File: config.mk
export PLATFORM = sky130hd
export DESIGN_NAME = vga_sync_decoder
export DESIGN_NICKNAME = d
export VERILOG_FILES = /design/src/rtl/vga_sync_decoder.sv
export SDC_FILE = /design/constraint.sdc
export NUM_CORES = 1
export LEC_CHECK = 0
export CAP_MARGIN = 20
export CELL_PAD_IN_SITES_DETAIL_PLACEMENT = 1
export CELL_PAD_IN_SITES_GLOBAL_PLACEMENT = 2
export CORE_MARGIN = 4
export CORE_UTILIZATION = 30
export DETAILED_ROUTE_END_ITERATION = 7
export DONT_BUFFER_PORTS = 1
export PLACE_DENSITY_LB_ADDON = 0.05
export SLEW_MARGIN = 20
export SYNTH_ARGS = -nofsm -noshare
export SYNTH_HDL_FRONTEND = slang
export SYNTH_SLANG_ARGS = --single-unit
File: constraint.sdc
create_clock -name clk -period 9.1 [get_ports clk]
set_clock_uncertainty 0.1 [all_clocks]
set_input_delay 0.91 -clock clk [delete_from_list [all_inputs] [get_ports clk]]
set_output_delay 0.91 -clock clk [all_outputs]
set_load 0.02 [all_outputs]
File: src/rtl/vga_sync_decoder.sv
// Receive-side VGA timing checker: recovers pixel coordinates from H_SYNC/V_SYNC,
// validates line/frame timing against nominal values and tracks timing lock.
module vga_sync_decoder #(
  parameter int H_VISIBLE   = 640,
  parameter int H_FRONT     = 16,
  parameter int H_SYNC_W    = 96,
  parameter int H_BACK      = 48,
  parameter int V_VISIBLE   = 480,
  parameter int V_FRONT     = 10,
  parameter int V_SYNC_W    = 2,
  parameter int V_BACK      = 33,
  parameter int LOCK_FRAMES = 2
) (
  input  logic       clk,
  input  logic       rst,
  input  logic       H_SYNC,
  input  logic       V_SYNC,
  output logic [9:0] X_Axis,
  output logic [9:0] Y_Axis,
  output logic       Video_On,
  output logic       Locked,
  output logic       Timing_Err,
  output logic [7:0] Err_Count
);

  localparam logic [10:0] H_TOTAL = 11'(H_VISIBLE + H_FRONT + H_SYNC_W + H_BACK);
  localparam logic [10:0] V_TOTAL = 11'(V_VISIBLE + V_FRONT + V_SYNC_W + V_BACK);
  localparam logic [10:0] HSW     = 11'(H_SYNC_W);
  localparam logic [9:0]  VSW     = 10'(V_SYNC_W);
  localparam logic [9:0]  X_START = 10'(H_SYNC_W + H_BACK);
  localparam logic [9:0]  X_END   = 10'(H_SYNC_W + H_BACK + H_VISIBLE);
  localparam logic [9:0]  Y_START = 10'(V_SYNC_W + V_BACK);
  localparam logic [9:0]  Y_END   = 10'(V_SYNC_W + V_BACK + V_VISIBLE);
  localparam logic [3:0]  LOCK_N  = 4'(LOCK_FRAMES);
  localparam logic [9:0]  CNT_MAX = 10'd1023;
  localparam logic [9:0]  WD_PRE  = 10'd1022;

  typedef enum logic [1:0] {
    SEARCH = 2'd0,
    TRACK  = 2'd1,
    LOCKED = 2'd2
  } state_t;

  state_t     state;
  logic       hs1, hs2, vs1, vs2;
  logic       hfall, hrise, vfall, vrise;
  logic [9:0] h_cnt, v_line;
  logic [3:0] good_cnt;
  logic       frame_bad;
  logic       armed, line_err, hsw_err, frame_err, vsw_err, wd_err, viol;
  logic       in_x, in_y;

  assign hfall = hs2 & ~hs1;
  assign hrise = ~hs2 & hs1;
  assign vfall = vs2 & ~vs1;
  assign vrise = ~vs2 & vs1;

  // Two-stage samplers idle high so reset release never fakes a sync edge
  always_ff @(posedge clk or posedge rst) begin
    if (rst) begin
      hs1 <= 1'b1;
      hs2 <= 1'b1;
      vs1 <= 1'b1;
      vs2 <= 1'b1;
    end else begin
      hs1 <= H_SYNC;
      hs2 <= hs1;
      vs1 <= V_SYNC;
      vs2 <= vs1;
    end
  end

  // Pixel and line counters; vfall restarts the frame even if hfall coincides
  always_ff @(posedge clk or posedge rst) begin
    if (rst) begin
      h_cnt  <= 10'd0;
      v_line <= 10'd0;
    end else begin
      if (hfall)
        h_cnt <= 10'd0;
      else if (h_cnt != CNT_MAX)
        h_cnt <= h_cnt + 10'd1;
      if (vfall)
        v_line <= 10'd0;
      else if (hfall && v_line != CNT_MAX)
        v_line <= v_line + 10'd1;
    end
  end

  // Timing checks; the watchdog fires once, on the cycle h_cnt climbs to its ceiling
  always_comb begin
    armed     = (state != SEARCH);
    line_err  = armed & hfall & (({1'b0, h_cnt} + 11'd1) != H_TOTAL);
    hsw_err   = armed & hrise & (({1'b0, h_cnt} + 11'd1) != HSW);
    frame_err = armed & vfall & (({1'b0, v_line} + {10'd0, hfall}) != V_TOTAL);
    vsw_err   = armed & vrise & (v_line != VSW);
    wd_err    = (h_cnt == WD_PRE) & ~hfall;
    viol      = line_err | hsw_err | frame_err | vsw_err | wd_err;
  end

  // Error pulse and saturating error counter
  always_ff @(posedge clk or posedge rst) begin
    if (rst) begin
      Timing_Err <= 1'b0;
      Err_Count  <= 8'd0;
    end else begin
      Timing_Err <= viol;
      if (viol && Err_Count != 8'hFF)
        Err_Count <= Err_Count + 8'd1;
    end
  end

  // Lock FSM; a violation on the completing vfall still marks that frame bad
  always_ff @(posedge clk or posedge rst) begin
    if (rst) begin
      state     <= SEARCH;
      good_cnt  <= 4'd0;
      frame_bad <= 1'b0;
      Locked    <= 1'b0;
    end else begin
      if (vfall)
        frame_bad <= 1'b0;
      else if (viol)
        frame_bad <= 1'b1;
      if (wd_err) begin
        state    <= SEARCH;
        good_cnt <= 4'd0;
        Locked   <= 1'b0;
      end else begin
        case (state)
          SEARCH: begin
            if (vfall) begin
              state    <= TRACK;
              good_cnt <= 4'd0;
            end
          end
          TRACK: begin
            if (vfall) begin
              if (frame_bad || viol) begin
                good_cnt <= 4'd0;
              end else if ((good_cnt + 4'd1) == LOCK_N) begin
                state    <= LOCKED;
                good_cnt <= good_cnt + 4'd1;
                Locked   <= 1'b1;
              end else begin
                good_cnt <= good_cnt + 4'd1;
              end
            end
          end
          LOCKED: begin
            if (viol) begin
              state    <= TRACK;
              good_cnt <= 4'd0;
              Locked   <= 1'b0;
            end
          end
          default: begin
            state    <= SEARCH;
            good_cnt <= 4'd0;
            Locked   <= 1'b0;
          end
        endcase
      end
    end
  end

  // Coordinate decode straight from the registered counters
  always_comb begin
    in_x     = (h_cnt >= X_START) && (h_cnt < X_END);
    in_y     = (v_line >= Y_START) && (v_line < Y_END);
    Video_On = Locked & in_x & in_y;
    if (Video_On) begin
      X_Axis = h_cnt - X_START;
      Y_Axis = v_line - Y_START;
    end else begin
      X_Axis = 10'd0;
      Y_Axis = 10'd0;
    end
  end

endmodule
## Word level (Yosys, flattened, before mapping)

Cells that the tools add are included.

| word-level totals | value |
|---|---|
| bits of input ports | 4 |
| output and inout bits | 31 |
| bits in registers | 41 |

| operators by class | value |
|---|---|
| magnitude comparators | 4 |
| muxes and demuxes | 27 |
| reductions and logical operators | 13 |
| bitwise logic cells | 24 |
| add/subtract/negate cells | 8 |
| equal/unequal tests | 17 |

Operator list:

| operator | count |
|---|---|
| 10-bit two-way mux | 6 |
| 11-bit by 10-bit != test with 1-bit output, second input constant | 2 |
| 10-bit by 1-bit adder with 10-bit output, second input constant | 2 |
| 10-bit < comparator, second input constant | 2 |
| 4-bit two-way mux | 5 |
| 10-bit != test, second input constant | 2 |
| 1-bit bitwise AND | 15 |
| 3-bit != test, second input constant | 5 |
| 2-bit two-way mux | 6 |
| 4-bit one-hot mux with 3 select lines | 1 |
| 10-bit by 1-bit adder with 11-bit output | 1 |
| 10-bit by 1-bit adder with 11-bit output, second input constant | 1 |
| 11-bit by 7-bit != test with 1-bit output, second input constant | 1 |
| 10-bit == test, second input constant | 1 |
| 10-bit by 6-bit greater-or-equal comparator with 1-bit output, second input constant | 1 |
| 10-bit by 8-bit greater-or-equal comparator with 1-bit output, second input constant | 1 |
| 10-bit by 2-bit != test with 1-bit output, second input constant | 1 |
| 5-bit AND reduction | 2 |
| 10-bit by 6-bit subtractor with 10-bit output, second input constant | 1 |
| 10-bit by 8-bit subtractor with 10-bit output, second input constant | 1 |
| 8-bit by 1-bit adder with 8-bit output, second input constant | 1 |
| 8-bit != test, second input constant | 1 |
| 2-bit nonzero test | 4 |
| 1-bit two-way mux | 7 |
| other kinds (13) | 23 |

## Depth between registers and ports, before layout

| logic depth | value |
|---|---|
| depth after elaboration | 13 |
| gate-level depth with buffers | 13 |

## Worst setup path before layout

No wires, ideal clock.

| path | value |
|---|---|
| kind | flip-flop to flip-flop |
| from | reg hs2 |
| to | reg Err_Count[1] |
| setup slack | 5.914 ns |
| buffers on the path | 1 |
| arrival time | 2.961 ns |
| required time | 8.875 ns |
| setup time | 0.125 ns |
| clock period less this slack | 3.186 ns |
| cell stages (with the launch flop) | 12 |
| cells stage by stage | dfstp_2 > nand2b_1 > inv_1 > clkbuf_1 > ha_1 > ha_1 > and3_1 > o221ai_1 > a2111oi_4 > a211oi_1 > o31ai_4 > mux2_2 |

| on the way | value |
|---|---|
| cells in the longest elaborated chain, start to end | 9 |
| elaborated cells between the ends (all ways) | 17 |

RTL lines:

| element | line | RTL |
|---|---|---|
| start: declaration | 45 | `logic hs1, hs2, vs1, vs2;` |
| start signal: assignment | 67 | `hs2 <= hs1;` |
| branches (longest 7 deep; another with 10-bit by 1-bit adder with 11-bit output) | -- |  |
| 1-bit OR * | 98 | `viol = line_err \| hsw_err \| frame_err \| vsw_err \| wd_err;` |
| 1-bit logical AND * | 108 | `if (viol && Err_Count != 8'hFF)` |
| end signal: assignment | 109 | `Err_Count <= Err_Count + 8'd1;` |
| end: declaration | 23 | `output logic [7:0] Err_Count` |

Mark *: on every way between the ends.
A chain may end at the register's enable or synchronous reset.

## Worst setup path in the final report

| path | value |
|---|---|
| from | reg v_line[1] |
| to | out Y_Axis[5] |

| on the way | value |
|---|---|
| cells in the longest elaborated chain, start to end | 4 |
| elaborated cells between the ends (all ways) | 6 |

RTL lines:

| element | line | RTL |
|---|---|---|
| start: declaration | 47 | `logic [9:0] h_cnt, v_line;` |
| start signal: assignment | 86 | `v_line <= v_line + 10'd1;` |
| 10-bit by 6-bit greater-or-equal comparator with 1-bit output / 10-bit < comparator (equally long branches) | 170 | `in_y = (v_line >= Y_START) && (v_line < Y_END);` |
| 1-bit logical AND | 170 |  |
| 1-bit bitwise AND | 171 | `Video_On = Locked & in_x & in_y;` |
| 10-bit two-way mux * | 172 | `if (Video_On) begin` |
| end: declaration | 19 | `output logic [9:0] Y_Axis,` |

Mark *: on every way between the ends. The rest lies on a longest branch, timed or not.

==> impl_metrics.toml <==
[yosys]
synth_nets = 331
synthArstFlopShare_pct = 100
yosysTopAreaCellShare_pct = 33.7
ys_seq_elements = 41
syn_inst = 314
synth_top_flop_cell = "dfrtp_1"
syn-cell-area_um2 = 2750
synth.distinct_cells = 53
synth_top_area_cell = "dfrtp_1"
synth.most_common_cell = "nor2_1"
synth_edf_count = 0
yosysSeqAreaShare_pct = 37.5
syn_avg_cell_area_um2 = 8.76
synth_area_leaders = "dfrtp_1, nor2_1, xor2_1"
synth_common_cells = "nor2_1, dfrtp_1, nand2_1, xor2_1, nand3_1"
ys_warn_count = 0

[run_status]
status = "finished clean"

[finish]
fin_nets = 322
antennaDiodeCount = 0
fillers = 1044
areaGrowthSynthToFinish_pct = 6.73
drive_gt1_share_pct = 8.82

[floorplanning]
die_y_um = 104
start_util_pct = 31.2
fp.dieW_um = 104
rows = 34
io_pins = 35
core_area_um2 = 8810
die_area_um2 = 10800

[timing]
finalHoldViolCount = 0
slew_headroom_pct = 36.9
min_period_over_period_pct = 47.6
finalSetupViolCount = 0
worst_pin_slew_ns = 0.945
rsz0062_at_grt = "no"
slew_violations = 0
period_minus_slack_ns = 4.33
finalSetupTns_ns = 0
hold-worst-slack_ns = 0.283
max_freq_mhz = 231

[placed_design]
routabilityCongestion = 0.738
io_buffers = 0
dp_hpwl_mm = 5.45

[clocking]
insertion_delay_ns = 0.29
cts_tree = "built"
root_buffer = "clkbuf_8"
cts_setup_buffers = 0
cts-resized-gates = 0
numCtsBuffers = 5
numClockSinks = 41
clockBufferDepth = 2
ctsHoldBuffers = 0
clkTransAtPathRegs_ns = 0.09
htreeDepth = 2

[setup_path]
cp_max_fo = 21
path_class = "flop to primary output"
startpoint_type = "flop"
cp.arrival_ns = 3.32
cp.required_ns = 8.09
critPathCaptureType = "primary output"

[job]
max_cap_viol_count = 0

[route]
totalWireLength_mm = 7.28
num_vias = 2150
routedWlPerCell_um = 17.6
drt-initial-drc-count = 91
m1WireLength_mm = 3.89
antenna_left = 0
drc = 0
top_layer = "met4"
dr_wl_met2_mm = 3.12
wl_met3_um = 229
dr.pass1.iters = 4
vias_per_cell = 5.19

[power]
p_per_area_nw_per_um2 = 181
ir_drop_uv = 70.9
leakage_nw = 1.29

[grt]
grt_pass1_wl_mm = 12.5
grt_pass1_vias = 2277
antenna_found_initial = 0
grt_max_degree = 25
grt_overflow = 0
track_usage_pct = 14.2

[hold_path]
min_path_type = "flop to flop"
-- where the power goes --
group | switching, mW | leakage [nW] | internal (mW)
Clock | 0.0683 | 0.0574 | 0.0893
Sequential | 0.0666 | 0.531 | 0.210
Combinational | 0.0525 | 0.703 | 0.0445
-- sequential cells by signal, indices dropped and copies added, names as in the netlist --
register / count
Err_Count: 8
good_cnt: 4
state: 2
Timing_Err: 1
frame_bad: 1
vs1: 1
Locked: 1
hs1: 1
vs2: 1
v_line: 10
h_cnt: 10
hs2: 1
-- per-stage QoR --
stage / utilization (%) / std cells / area, um^2 / power, mW / worst slack [ns]
floorplan: - / 314 / 2750 / 0.345 / 5.91
global placement: 32.0 / 406 / 2820 / 0.378 / 5.24
detailed placement: 32.0 / 406 / 2820 / 0.379 / 5.04
CTS: 33.3 / 414 / 2940 / 0.542 / 4.70
global route: 33.3 / 414 / 2940 / 0.572 / 4.43
finish: 33.3 / 414 / 2940 / 0.531 / 4.77
-- critical path: stages, from the launching register on --
cell and delay [ns]:
dfrtp_1 0.55, ha_1 0.35, or4_1 0.19, nand2_1 0.09
nand2_1 0.13, nor2_1 0.05, o22ai_1 0.15, nand4_1 0.68
nor3_1 0.83
-- cell families (layout without fill, tap and decap cells) --
group / count (synthesis) / count (layout) / share of synthesized area, %
AO/OA/AOI/OAI: 47 / 47 / 12.8
flip-flops: 41 / 41 / 37.5
AND/OR/NAND/NOR: 145 / 145 / 26.9
buffers and inverters: 30 / 22 / 4.60
adder cells (fa/ha/maj): 13 / 13 / 5.91
XOR/XNOR: 36 / 36 / 11.5
multiplexers: 2 / 2 / 0.773
-- layer usage --
layer | up-vias | GRT usage [%]
met5 | - | 0
met4 | 0 | 2.85
met3 | 2 | 3.30
met2 | 30 | 21.2
met1 | 1054 | 20.8
li1 | 1064 | -
-- cells in the final DEF, fill, tap and decap left out, drive strengths merged, types with 7 or more instances in the layout --
cell    instances
xor2           20
ha             13
nand3          17
dfrtp          37
xnor2          16
a21oi          12
o21ai           7
nand2b         10
inv            12
nor2           51
nand2          24
-- path summary, 6_finish.rpt --
kind / startpoint / to / slack [ns] / cells after the start
worst max-delay path: v_line[1] / Y_Axis[5] / 4.77 / 8
max in group asynchronous: rst / vs2 / 7.71 / 2
worst min register to register: hs1 / hs2 / 0.28 / 0
min in group asynchronous: rst / v_line[0] / 0.42 / 1
worst max register to register: hs2 / Err_Count[1] / 5.40 / 10
worst min-delay path: hs1 / hs2 / 0.28 / 0
-- final cells by class --
cell class | count | area [um^2] | area share (%)
clock buffers | 6 | 82.6 | 2.81
inverters | 13 | 48.8 | 1.66
clock inverters | 2 | 37.5 | 1.28
well taps | 108 | 135 | 4.60
flip-flops and latches | 41 | 1030 | 35.1
multi-input cells | 243 | 1590 | 54.3
repair buffers | 1 | 7.51 | 0.256
Power figures use the tool's default switching activity.
